**src/rtl/game_pkg.sv**
```systemverilog
// Shared types and widths for the game level/lives sequencer.
package game_pkg;

    localparam int LEVEL_W = 2;
    localparam int LIVES_W = 3;
    localparam int TIME_W  = 12;

    typedef enum logic [2:0] {
        ST_IDLE      = 3'd0,
        ST_PLAY      = 3'd1,
        ST_HIT       = 3'd2,
        ST_CLEARED   = 3'd3,
        ST_GAME_OVER = 3'd4,
        ST_WIN       = 3'd5
    } game_st_t;

endpackage

```
**src/rtl/frame_countdown.sv**
```systemverilog
// Frame-paced down-counter: loads a value, decrements on each tick and
// parks at zero. Flags when the count has reached zero.
module frame_countdown #(
    parameter int W = 12
) (
    input  logic         clk,
    input  logic         resetN,
    input  logic         load,
    input  logic [W-1:0] loadValue,
    input  logic         tick,
    output logic         zero,
    output logic [W-1:0] count
);

    // Load wins over tick; the count saturates at zero instead of wrapping.
    always_ff @(posedge clk or negedge resetN) begin
        if (!resetN) begin
            count <= '0;
        end else if (load) begin
            count <= loadValue;
        end else if (tick && (count != '0)) begin
            count <= count - 1'b1;
        end
    end

    assign zero = (count == '0);

endmodule

```
**src/rtl/game_sequencer.sv**
```systemverilog
// Level/lives sequencer for the ball game. Enables one ball unit per level,
// freezes play after a hit or a cleared level, then re-deploys, advances or
// ends the game.
// Optional build macro LEVEL_TIMER_EN adds a per-level frame time budget
// whose expiry counts as a hit; without it timeLeft is tied to zero.
//
// state        | meaning
// -------------+----------------------------------------------------------
// ST_IDLE      | after reset, waiting for startGame
// ST_PLAY      | current level's ball unit enabled, watching hits/clears
// ST_HIT       | player hit, freeze before re-deploy or game over
// ST_CLEARED   | level cleared, freeze before next level or win
// ST_GAME_OVER | no lives left, waiting for startGame
// ST_WIN       | last level cleared, waiting for startGame
module game_sequencer
    import game_pkg::*;
#(
    parameter int NUM_LEVELS        = 3,
    parameter int START_LIVES       = 3,
    parameter int FREEZE_FRAMES     = 60,
    parameter int LEVEL_TIME_FRAMES = 1800
) (
    input  logic                  clk,
    input  logic                  resetN,
    input  logic                  startOfFrame,
    input  logic                  startGame,
    input  logic                  col_player_ball,
    input  logic                  anyBallVisible,
    output logic [NUM_LEVELS-1:0] unitActive,
    output logic [LEVEL_W-1:0]    level,
    output logic [LIVES_W-1:0]    lives,
    output logic                  playerFreeze,
    output logic                  gameOver,
    output logic                  gameWon,
    output logic [TIME_W-1:0]     timeLeft
);

    localparam int FRZ_W = $clog2(FREEZE_FRAMES + 1);
    localparam logic [LEVEL_W-1:0] LAST_LEVEL = LEVEL_W'(NUM_LEVELS - 1);

    // Reject parameter values the fixed output widths cannot represent.
    if (NUM_LEVELS < 1 || NUM_LEVELS > 4) begin : g_bad_levels
        $error("game_sequencer: NUM_LEVELS must be 1..4");
    end
    if (START_LIVES < 1 || START_LIVES > 7) begin : g_bad_lives
        $error("game_sequencer: START_LIVES must be 1..7");
    end
    if (FREEZE_FRAMES < 1) begin : g_bad_freeze
        $error("game_sequencer: FREEZE_FRAMES must be at least 1");
    end
    if (LEVEL_TIME_FRAMES < 1 || LEVEL_TIME_FRAMES > 4095) begin : g_bad_time
        $error("game_sequencer: LEVEL_TIME_FRAMES must be 1..4095");
    end

    game_st_t                state;
    game_st_t                state_nxt;
    logic [LEVEL_W-1:0]      level_nxt;
    logic [LIVES_W-1:0]      lives_nxt;
    logic                    ball_seen;
    logic                    play_entry;
    logic                    freeze_entry;
    logic                    freezing;
    logic                    freeze_zero;
    logic                    timer_expired;
    logic [FRZ_W-1:0]        freeze_left_unused;
    logic [NUM_LEVELS-1:0]   unit_active_nxt;
    logic                    player_freeze_nxt;
    logic                    game_over_nxt;
    logic                    game_won_nxt;

    assign play_entry   = (state_nxt == ST_PLAY) && (state != ST_PLAY);
    assign freeze_entry = (state == ST_PLAY) && (state_nxt != ST_PLAY);
    assign freezing     = (state == ST_HIT) || (state == ST_CLEARED);

    // Freeze length between a hit/clear and the exit decision.
    frame_countdown #(
        .W (FRZ_W)
    ) u_freeze (
        .clk       (clk),
        .resetN    (resetN),
        .load      (freeze_entry),
        .loadValue (FRZ_W'(FREEZE_FRAMES)),
        .tick      (startOfFrame && freezing),
        .zero      (freeze_zero),
        .count     (freeze_left_unused)
    );

`ifdef LEVEL_TIMER_EN
    logic              timer_zero;
    logic [TIME_W-1:0] timer_count;

    // Per-level time budget; reloads on every PLAY entry, holds outside PLAY.
    frame_countdown #(
        .W (TIME_W)
    ) u_level_timer (
        .clk       (clk),
        .resetN    (resetN),
        .load      (play_entry),
        .loadValue (TIME_W'(LEVEL_TIME_FRAMES)),
        .tick      (startOfFrame && (state == ST_PLAY)),
        .zero      (timer_zero),
        .count     (timer_count)
    );

    assign timer_expired = timer_zero && (state == ST_PLAY);
    assign timeLeft      = timer_count;
`else
    assign timer_expired = 1'b0;
    assign timeLeft      = '0;
`endif

    // State register together with the level/lives bookkeeping.
    always_ff @(posedge clk or negedge resetN) begin
        if (!resetN) begin
            state <= ST_IDLE;
            level <= '0;
            lives <= '0;
        end else begin
            state <= state_nxt;
            level <= level_nxt;
            lives <= lives_nxt;
        end
    end

    // Next-state decision; in PLAY a hit or timeout outranks a clear.
    always_comb begin
        state_nxt = state;
        level_nxt = level;
        lives_nxt = lives;
        unique case (state)
            ST_IDLE, ST_GAME_OVER, ST_WIN: begin
                if (startGame) begin
                    state_nxt = ST_PLAY;
                    level_nxt = '0;
                    lives_nxt = LIVES_W'(START_LIVES);
                end
            end
            ST_PLAY: begin
                if (col_player_ball || timer_expired) begin
                    state_nxt = ST_HIT;
                    lives_nxt = (lives == '0) ? '0 : lives - 1'b1;
                end else if (ball_seen && !anyBallVisible) begin
                    state_nxt = ST_CLEARED;
                end
            end
            ST_HIT: begin
                if (freeze_zero) begin
                    state_nxt = (lives == '0) ? ST_GAME_OVER : ST_PLAY;
                end
            end
            ST_CLEARED: begin
                if (freeze_zero) begin
                    if (level == LAST_LEVEL) begin
                        state_nxt = ST_WIN;
                    end else begin
                        state_nxt = ST_PLAY;
                        level_nxt = level + 1'b1;
                    end
                end
            end
            default: begin
                state_nxt = ST_IDLE;
            end
        endcase
    end

    // A clear only counts once the freshly deployed ball has been seen,
    // which hides the two-cycle deploy latency of the ball unit.
    always_ff @(posedge clk or negedge resetN) begin
        if (!resetN) begin
            ball_seen <= 1'b0;
        end else if (play_entry) begin
            ball_seen <= 1'b0;
        end else if ((state == ST_PLAY) && anyBallVisible) begin
            ball_seen <= 1'b1;
        end
    end

    // Output decode from the upcoming state so the registered outputs
    // change on the same edge as the state.
    always_comb begin
        unit_active_nxt   = '0;
        player_freeze_nxt = 1'b0;
        game_over_nxt     = 1'b0;
        game_won_nxt      = 1'b0;
        unique case (state_nxt)
            ST_PLAY:              unit_active_nxt   = NUM_LEVELS'(1) << level_nxt;
            ST_HIT, ST_CLEARED:   player_freeze_nxt = 1'b1;
            ST_GAME_OVER:         game_over_nxt     = 1'b1;
            ST_WIN:               game_won_nxt      = 1'b1;
            default:              unit_active_nxt   = '0;
        endcase
    end

    // Registered status and enable outputs.
    always_ff @(posedge clk or negedge resetN) begin
        if (!resetN) begin
            unitActive   <= '0;
            playerFreeze <= 1'b0;
            gameOver     <= 1'b0;
            gameWon      <= 1'b0;
        end else begin
            unitActive   <= unit_active_nxt;
            playerFreeze <= player_freeze_nxt;
            gameOver     <= game_over_nxt;
            gameWon      <= game_won_nxt;
        end
    end

endmodule

```
**config.mk**
```make
export PLATFORM = sky130hd
export DESIGN_NAME = game_sequencer
export DESIGN_NICKNAME = d
export VERILOG_FILES = /design/src/rtl/game_pkg.sv /design/src/rtl/frame_countdown.sv /design/src/rtl/game_sequencer.sv
export SDC_FILE = /design/constraint.sdc
export NUM_CORES = 1
export LEC_CHECK = 0
export CAP_MARGIN = 20
export CELL_PAD_IN_SITES_DETAIL_PLACEMENT = 2
export CELL_PAD_IN_SITES_GLOBAL_PLACEMENT = 2
export CORE_AREA = 5 5 70 72
export DETAILED_ROUTE_END_ITERATION = 8
export DIE_AREA = 0 0 75 77
export GPL_TIMING_DRIVEN = 0
export PLACE_DENSITY_LB_ADDON = 0.12
export SLEW_MARGIN = 20
export SYNTH_ARGS = -nofsm -noshare
export SYNTH_HDL_FRONTEND = slang
export SYNTH_SLANG_ARGS = --single-unit
```
**constraint.sdc**
```tcl
create_clock -name clk -period 1.97 [get_ports clk]
set_input_delay 0.197 -clock clk [delete_from_list [all_inputs] [get_ports clk]]
set_output_delay 0.197 -clock clk [all_outputs]
set_load 0.03 [all_outputs]
```
==> impl_metrics.json, run 1 <==
{
  "status": "finished clean",
  "startpoint_type": "flop",
  "rrSetupSlack_ns": 0.09,
  "synthTopCellsByArea": "dfrtp_1, buf_4, nor4b_2, a211oi_2, ha_1",
  "area_delta_synth_final_pct": 33.20,
  "drtIter0Drc": 14,
  "total_power_mw": 1.840,
  "yosysSeqAreaShare_pct": 42.25,
  "yosysTopAreaCell": "dfrtp_1",
  "drcViolationCount": 0,
  "grt_use_total_pct": 12.27,
  "leakage_nw": 0.6669,
  "hp-class": "input port to asynchronous set/reset pin",
  "critical_path_class": "flop to flop",
  "rsz0062_at_grt": "true",
  "endpoint_kind": "flop",
  "overflow": 0,
  "viasPerCell": 4.767,
  "crit_required_ns": 2.13,
  "r2r-start": "u_freeze.count[0]",
  "p_per_area_nw_per_um2": 1111,
  "setup_violations": 0,
  "cts_tree": "done",
  "grt_pass1_wl_um": 5423,
  "r2r_cells": 6,
  "worstSkewPairLatency_ns": 0.26,
  "finalClockSkew_ns": 0.002917,
  "die_x_um": 75,
  "htreeDepth": 1,
  "finalHoldViolations": 0,
  "slew_headroom_pct": 58.30,
  "ant_nets": 0,
  "period_share_pct": 95.19,
  "path_cells": "inv_1, ha_4, or3b_4, o21ai_4, o211ai_4, nor4b_2",
  "place_inst": 196,
  "dieArea_um2": 5775,
  "core_um2": 4234,
  "crit_arrival_ns": 2.04,
  "crit_slowest_cell": "or3b_4",
  "fin_nets": 164,
  "grt_max_degree": 22,
  "clk_root_buffer_cell": "clkbuf_8",
  "synth_area_um2": 1244,
  "routedWlPerCell_um": 15.65,
  "antenna_found_initial": 0,
  "cap_violations": 0,
  "numPortBuffers": 16,
  "crit_path_end": "unitActive[2]",
  "cts.path.max_buffers": 2,
  "synthDistinctLibCells": 43,
  "dp_hpwl_um": 2436,
  "cts_sinks": 21,
  "r2r_end": "unitActive[2]",
  "cts_buffers": 3,
  "yosysTopAreaCellShare_pct": 42.25,
  "max_freq_mhz": 533.3,
  "final_cells": 206,
  "synth_cells": 117,
  "clk_pin_slew_ns": 0.08,
  "crit_path_start": "u_freeze.count[0]",
  "min_period_ns": 1.875,
  "crit_path_max_incr_delay_ns": 0.44,
  "num_vias": 982,
  "crit_fanout": 5,
  "yosys_warnings": 0,
  "drtPass1Iterations": 4,
  "wirelength_um": 3223,
  "worstMarginPinSlew_ns": 0.6255,
  "drv_slew": 0,
  "initial_core_util_pct": 29.37,
  "gp_congestion": 0.7111,
  "fp.dieH_um": 77,
  "grt_pass1_vias": 1093,
  "antenna_cells": 0,
  "num_rows": 24,
  "ys_ff_latch": 21,
  "ioPinCount": 29,
  "drive_gt1_share_pct": 29.87,
  "avgSynthCellArea_um2": 10.63,
  "vdd_drop_max_mv": 0.3060
}
==> per-stage QoR <==
step | hold WS, ns | worst slack (ns) | TNS (ns) | cell area, um^2 | util (%)
2_1_floorplan | -0.09859 | 0.2232 | 0 | 1285 | -
3_3_place_gp | 0.5463 | 0.04342 | 0 | 1510 | 35.67
3_5_place_dp | 0.5555 | -0.05345 | -0.06735 | 1510 | 35.67
4_1_cts | 0.5266 | 0.002795 | 0 | 1579 | 37.29
5_1_grt | 0.4816 | -0.03473 | -0.05414 | 1657 | 39.13
6_report | 0.4342 | 0.09483 | 0 | 1657 | 39.13
==> routing by layer <==
layer / vias to the layer above / global-route usage [%] / routed length (um)
met1: 488 / 16.29 / 1409
met2: 22 / 19.34 / 1680
li1: 470 / - / -
met4: 0 / 4.804 / 28
met5: - / 0 / 0
met3: 2 / 2.222 / 104
==> sequential cells by signal (all words and copies together) (netlist names) <==
register	cells
u_freeze.count	6
lives	3
state	3
unitActive	3
level	2
ball_seen	1
gameOver	1
gameWon	1
playerFreeze	1
==> synthesized netlist by cell type (all sizes together) <==
cell type,number
nor3,3
o31a,1
conb,1
nor3b,2
a21oi,4
a221oi,1
mux2i,1
nor4,4
or3b,1
a21o,1
a211oi,5
inv,10
clkbuf,1
o211ai,1
o32ai,1
or2,1
dfrtp,21
o2111ai,1
nand3,2
nor2,4
ha,3
or4,1
a22o,1
a211o,1
xnor2,2
and2,1
o21ai,7
a31oi,1
a31o,1
mux2,1
nand2,5
o31ai,2
o21a,1
nor4b,3
xor2,1
nor2b,5
buf,12
nand2b,2
or4b,1
==> placed cells by master, fill, tap and decap left out, drive strengths merged, types with 2 or more instances in the layout <==
cell type,Yosys,final
o31ai,2,2
clkbuf,1,4
ha,3,3
dfrtp,21,21
clkdlybuf4s50,0,15
nor4,4,4
inv,10,10
a211oi,5,5
nand2,5,5
nor2b,5,5
nand3,2,2
buf,12,18
nand2b,2,2
o21ai,7,7
nor3,3,3
nor3b,2,2
nor4b,3,3
conb,1,12
xnor2,2,2
a21oi,4,4
nor2,4,4
==> what timing repair did <==
action | CTS | global route
resized for setup | 3 | 6
setup endpoints to repair | 2 | 8
hold buffers | 0 | 1
setup buffers | 0 | 5
hold endpoints to repair | 0 | 21
pin swaps | 0 | 2
==> power breakdown <==
part / leakage, nW / switching [mW] / internal, mW
clock: 0.0255 / 0.143 / 0.141
combinational: 0.393 / 0.495 / 0.373
sequential: 0.248 / 0.135 / 0.553
total: 0.667 / 0.774 / 1.07
==> final cells by class <==
class | count | area (um^2)
inverter | 10 | 37.54
sequential | 21 | 526.8
tap | 52 | 65.06
timing repair buffer | 22 | 202.7
multi-input combinational | 84 | 683.2
buffer | 13 | 95.09
fill | 469 | 2577
clock inverter | 1 | 5.005
clock buffer | 3 | 41.29
==> critical path, delay by kind of cell (launching register included) <==
kind,cells,cell delay (ns)
AO/OA/AOI/OAI,2,0.36
flip-flops,1,0.41
buffers and inverters,1,0.11
adder cells (fa/ha/maj),1,0.16
AND/OR/NAND/NOR,2,0.75
==> how the worst min path moves through the flow <==
stage | start | to | cells past startpoint
after floorplan | resetN | ball_seen | 0
after global placement | ball_seen | ball_seen | 2
after detailed placement | u_freeze.count[2] | u_freeze.count[2] | 1
after CTS | resetN | u_freeze.count[1] | 1
after global routing | resetN | ball_seen | 2
final | resetN | u_freeze.count[1] | 2
==> cell families (layout without fill, tap and decap cells) <==
group           after synthesis  count (layout)  synth area share (%)
other cells                   1              12                0.3015
flops                        21              21                 42.25
xor+xnor                      3               3                 2.113
mux                           2               2                 1.710
fa+ha+maj                     3               3                 3.018
buf+inv                      23              49                 10.66
compound gates               29              29                 18.91
simple gates                 35              35                 21.03
Note: power is estimated with default switching activity, not from simulation.
==> inputs of run 2 (changes only) <==
--- a/config.mk
+++ b/config.mk
@@ -8,11 +8,12 @@
 export CAP_MARGIN = 20
 export CELL_PAD_IN_SITES_DETAIL_PLACEMENT = 2
 export CELL_PAD_IN_SITES_GLOBAL_PLACEMENT = 2
-export CORE_AREA = 5 5 70 72
+export CORE_AREA = 2 2 67 69
 export DETAILED_ROUTE_END_ITERATION = 8
-export DIE_AREA = 0 0 75 77
+export DIE_AREA = 0 0 69 71
 export GPL_TIMING_DRIVEN = 0
 export PLACE_DENSITY_LB_ADDON = 0.12
+export SETUP_SLACK_MARGIN = 0.2
 export SLEW_MARGIN = 20
 export SYNTH_ARGS = -nofsm -noshare
 export SYNTH_HDL_FRONTEND = slang
==> impl_metrics.json, run 2 (synthesized netlist as in run 1, its figures left out) <==
{
  "status": "finished clean",
  "cts_buffers": 3,
  "hp-class": "input port to asynchronous set/reset pin",
  "endpoint_kind": "flop",
  "switching_share_pct": 42.00,
  "grt_pass1_vias": 1220,
  "ioPinCount": 29,
  "whs_ns": 0.4276,
  "cts.path.max_buffers": 2,
  "largest-register": "u_freeze.count",
  "die_x_um": 69,
  "grt_pass1_wl_um": 6051,
  "crit_required_ns": 2.15,
  "r2r-start": "u_freeze.count[5]",
  "antenna_found_initial": 0,
  "finalClockSkew_ns": 0.003198,
  "max_freq_mhz": 549.5,
  "worstMarginPinSlew_ns": 0.5116,
  "dieArea_um2": 4899,
  "worstSkewPairLatency_ns": 0.26,
  "numPortBuffers": 16,
  "rsz0062_at_grt": "true",
  "clk_pin_slew_ns": 0.08,
  "crit_arrival_ns": 2.00,
  "power.internal_mw": 1.193,
  "drtPass1Iterations": 2,
  "drcViolationCount": 0,
  "min_period_ns": 1.820,
  "critical_path_class": "flop to flop",
  "grt_use_total_pct": 15.54,
  "share_comb_of_total_power_pct": 52.6,
  "period_share_pct": 92.39,
  "wirelength_um": 3604,
  "total_power_mw": 2.056,
  "leakage_nw": 0.7467,
  "p_clk_share_pct": 14.5,
  "mostFrequentLayoutCells": "buf_4, dfrtp_1, clkdlybuf4s50_1",
  "clk_root_buffer_cell": "clkbuf_8",
  "final_util_pct": 44.14,
  "num_rows": 24,
  "overflow": 0,
  "p_switching_mw": 0.8637,
  "setup_violations": 0,
  "dp_hpwl_um": 2445,
  "drv_slew": 0,
  "cap_violations": 0,
  "startpoint_type": "flop",
  "initial_core_util_pct": 29.58,
  "num_vias": 1055,
  "final_common_cell": "buf_4",
  "fillers": 449,
  "routedWlPerCell_um": 16.46,
  "cts_sinks": 21,
  "antenna_cells": 0,
  "largest_register_ffs": 6,
  "p_per_area_nw_per_um2": 1108,
  "slew_headroom_pct": 65.89,
  "viasPerCell": 4.817,
  "area_delta_synth_final_pct": 49.20,
  "r2r_cells": 5,
  "gp_congestion": 0.7430,
  "rrSetupSlack_ns": 0.15,
  "cts_tree": "done",
  "fin_nets": 177,
  "p_seq_share_pct": 32.9,
  "worst_slack_ns": 0.1500,
  "drtIter0Drc": 11,
  "tns_ns": 0,
  "fp.dieH_um": 71,
  "ant_nets": 0,
  "r2r_end": "unitActive[1]",
  "htreeDepth": 1,
  "finalHoldViolations": 0,
  "grt_max_degree": 22,
  "core_um2": 4204,
  "pre_cts_ws_ns": -0.1154,
  "crit_fanout": 4,
  "drive_gt1_share_pct": 40.72,
  "vdd_drop_max_mv": 0.3453
}
-- run 2: final cells by class --
cell class,count,area [um^2],share of cell area (%)
Timing Repair Buffer,35,316.6,17.06
Clock buffer,4,45.04,2.428
Multi-Input combinational cell,84,768.2,41.40
Tap cell,52,65.06,3.506
Inverter,10,37.54,2.023
Buffer,13,95.09,5.125
Sequential cell,21,528.0,28.46
-- run 2: per-layer routing --
| metal | GRT usage [%] | part of all wire [%] |
|---|---|---|
| met2 | 30.45 | 55 |
| met5 | 0 | 0 |
| met1 | 17.69 | 42 |
| met3 | 1.852 | 2.5 |
| met4 | 4.139 | 1.1 |
-- run 2: worst max-delay path by stage --
stage                      startpoint  cells after the start       endpoint  slack, ns
global route        u_freeze.count[1]                      6      ball_seen       0.07
CTS                          state[1]                      5  unitActive[1]       0.18
floorplan           u_freeze.count[0]                      6      ball_seen       0.22
global placement    u_freeze.count[0]                      6      ball_seen       0.05
detailed placement  u_freeze.count[0]                      6  unitActive[2]      -0.12
finish              u_freeze.count[5]                      5  unitActive[1]       0.15
-- run 2: power by group through the flow --
| stage | Clock (mW) | Combinational (mW) | Sequential (mW) |
|---|---|---|---|
| after floorplan | 0 | 0.485 | 0.736 |
| after global placement | 0 | 0.739 | 0.678 |
| after detailed placement | 0 | 0.773 | 0.698 |
| after CTS | 0.301 | 1.00 | 0.676 |
| after global routing | 0.325 | 1.19 | 0.699 |
| final | 0.298 | 1.08 | 0.677 |
-- run 2: worst max-delay path: stages (launching register included) --
cell and delay [ns]:
dfrtp_1 0.41, buf_4 0.14, nor4b_2 0.43, a21oi_2 0.13, a211oi_4 0.35, nor4b_2 0.26
-- run 2: metrics by stage --
stage               cells  area [um^2]
floorplan             128         1285
global placement      196         1510
detailed placement    196         1510
CTS                   214         1750
global route          219         1856
finish                219         1856
-- run 2: timing repair --
item	CTS	global route
resized for setup	17	10
buffers inserted	14	4
hold buffers	0	1
endpoints found under the hold margin	0	21
pin swaps	7	3
setup endpoints to repair	13	13
==> inputs of run 3 (changes only) <==
--- a/config.mk
+++ b/config.mk
@@ -5,15 +5,17 @@
 export SDC_FILE = /design/constraint.sdc
 export NUM_CORES = 1
 export LEC_CHECK = 0
+export ABC_AREA = 1
 export CAP_MARGIN = 20
 export CELL_PAD_IN_SITES_DETAIL_PLACEMENT = 2
 export CELL_PAD_IN_SITES_GLOBAL_PLACEMENT = 2
-export CORE_AREA = 2 2 67 69
+export CORE_AREA = 2 2 70 72
+export CTS_CLUSTER_SIZE = 16
 export DETAILED_ROUTE_END_ITERATION = 8
-export DIE_AREA = 0 0 69 71
+export DIE_AREA = 0 0 72 74
 export GPL_TIMING_DRIVEN = 0
 export PLACE_DENSITY_LB_ADDON = 0.12
-export SETUP_SLACK_MARGIN = 0.2
+export SETUP_SLACK_MARGIN = 0.3
 export SLEW_MARGIN = 20
 export SYNTH_ARGS = -nofsm -noshare
 export SYNTH_HDL_FRONTEND = slang
==> impl_metrics.json, run 3 <==
{
  "status": "finished clean",
  "cp.depth": 11,
  "finalClockSkew_ns": 0.002310,
  "mostFrequentLayoutCells": "nand2_1, inv_1, dfrtp_1",
  "synth_flop_cell": "dfrtp_1",
  "tns_ns": 0,
  "path_delay_family": "simple AND/OR/NAND/NOR gates",
  "crit_fanout": 4,
  "synth_area_um2": 1231,
  "largest-register": "u_freeze.count",
  "cts_buffers": 3,
  "dieArea_um2": 5328,
  "htreeDepth": 1,
  "routedWlPerCell_um": 13.09,
  "cts_tree": "done",
  "drcViolationCount": 0,
  "final_cells": 249,
  "yosysTopAreaCellShare_pct": 42.68,
  "worst_slack_ns": 0.3581,
  "vdd_drop_max_mv": 0.4356,
  "antenna_cells": 0,
  "cap_violations": 0,
  "hp-class": "input port to asynchronous set/reset pin",
  "crit_path_max_incr_delay_ns": 0.40,
  "ant_nets": 0,
  "path_cells": "inv_2, ha_4, nand2_2, nor2_4, nand3_4, nor2_4, nor2_4, nor2_2, nand2_2, nand2_1, nand2_1",
  "drive_gt1_share_pct": 26.67,
  "cts_sinks": 21,
  "endpoint_kind": "flop",
  "critical_path_class": "flop to flop",
  "worstMarginPinSlew_ns": 0.5139,
  "setup_violations": 0,
  "cpMostUsedCell": "nor2_4",
  "wirelength_um": 3259,
  "viasPerCell": 4.353,
  "grt_use_total_pct": 13.30,
  "leakage_nw": 0.8622,
  "pre_cts_ws_ns": 0.2382,
  "final_util_pct": 36.19,
  "yosysTopAreaCell": "dfrtp_1",
  "cts.path.max_buffers": 2,
  "crit_required_ns": 2.13,
  "slew_headroom_pct": 65.74,
  "max_freq_mhz": 620.4,
  "async_reset_ff_share_pct": 100.0,
  "synth_edf_count": 0,
  "grt_pass1_wl_um": 5437,
  "num_rows": 25,
  "gp_congestion": 0.7191,
  "crit_buf_inv": 1,
  "startpoint_type": "flop",
  "avgSynthCellArea_um2": 7.892,
  "area_delta_synth_final_pct": 35.16,
  "fin_nets": 205,
  "crit_arrival_ns": 1.77,
  "synth.most_common_cell": "nand2_1",
  "final_common_cell": "nand2_1",
  "crit_slowest_cell": "dfrtp_1",
  "rsz0062_at_grt": "true",
  "core_um2": 4598,
  "clk_pin_slew_ns": 0.08,
  "synthDistinctLibCells": 23,
  "num_vias": 1084,
  "place_inst": 237,
  "final_area_um2": 1664,
  "overflow": 0,
  "drtIter0Drc": 29,
  "synthTopCellsByArea": "dfrtp_1, nand2_1, inv_1, buf_4, nand3_1",
  "yosys_warnings": 0,
  "min_period_ns": 1.612,
  "die_x_um": 72,
  "largest_register_ffs": 6,
  "period_share_pct": 81.82,
  "p_per_area_nw_per_um2": 1261,
  "r2r_cells": 11,
  "fp.dieH_um": 74,
  "ys_ff_latch": 21,
  "antenna_found_initial": 0,
  "ioPinCount": 29,
  "drv_slew": 0,
  "numPortBuffers": 16,
  "drtPass1Iterations": 4,
  "synth.top_cells.by_count": "nand2_1, inv_1, dfrtp_1",
  "initial_core_util_pct": 26.78,
  "grt_pass1_vias": 1145,
  "synth_cells": 156,
  "grt_max_degree": 22,
  "finalHoldViolations": 0,
  "clk_root_buffer_cell": "clkbuf_8",
  "yosysSeqAreaShare_pct": 42.68,
  "place_area_um2": 1500,
  "dp_hpwl_um": 2512,
  "worstSkewPairLatency_ns": 0.26
}
run 3: power by group:
| part | switching [mW] | total [mW] | internal, mW |
|---|---|---|---|
| Clock | 0.156 | 0.298 | 0.141 |
| Combinational | 0.687 | 1.11 | 0.422 |
| Sequential | 0.128 | 0.692 | 0.565 |
| Total | 0.971 | 2.10 | 1.13 |
run 3: final timing paths:
path / from / endpoint / slack, ns
worst min-delay path: resetN / u_freeze.count[2] / 0.44
max in group asynchronous: resetN / ball_seen / 1.19
worst max register to register: u_freeze.count[1] / ball_seen / 0.36
worst max-delay path: u_freeze.count[1] / ball_seen / 0.36
min in group clk: ball_seen / ball_seen / 0.53
worst min register to register: ball_seen / ball_seen / 0.53
run 3: stage by stage:
step | hold WS [ns] | power (mW)
6_report | 0.4391 | 2.099
4_1_cts | 0.5365 | 1.991
3_5_place_dp | 0.5134 | 1.658
5_1_grt | 0.4924 | 2.289
3_3_place_gp | 0.4757 | 1.604
2_1_floorplan | -0.09859 | 1.363
run 3: final cells by class:
class / instances / area [um^2]
buffer: 12 / 90.09
clock buffer: 3 / 41.29
clock inverter: 1 / 5.005
fill: 556 / 2934
inverter: 31 / 116.4
multi-input combinational: 103 / 600.6
sequential: 21 / 525.5
tap: 54 / 67.56
timing repair buffer: 24 / 217.7
run 3: metal layers:
metal | GRT usage (%) | vias up | wire (um)
met4 | 4.403 | 0 | 32
met2 | 25.00 | 18 | 1775
met3 | 2.168 | 4 | 89
met5 | 0 | - | 0
met1 | 15.44 | 530 | 1362
li1 | - | 532 | -
run 3: cell families (layout without fill, tap and decap cells):
group           count (synthesis)  after routing  share of synthesized area, %
compound gates                 14             14                         6.404
fa+ha+maj                       3              3                         3.049
buf+inv                        43             71                         16.77
flops                          21             21                         42.68
mux                             1              1                        0.8130
other cells                     1             12                        0.3046
simple gates                   73             73                         29.98
run 3: worst reg2reg max path: stages (launching register included):
cell and delay (ns):
dfrtp_1 0.40, inv_2 0.09, ha_4 0.14, nand2_2 0.07, nor2_4 0.20, nand3_4 0.11
nor2_4 0.14, nor2_4 0.05, nor2_2 0.09, nand2_2 0.10, nand2_1 0.07, nand2_1 0.05
run 3: what timing repair did:
item	in CTS	in global routing
setup endpoints to repair	8	11
endpoints found under the hold margin	0	21
hold buffers	0	1
pin swaps	1	6
resized for setup	4	12
buffers inserted	1	6
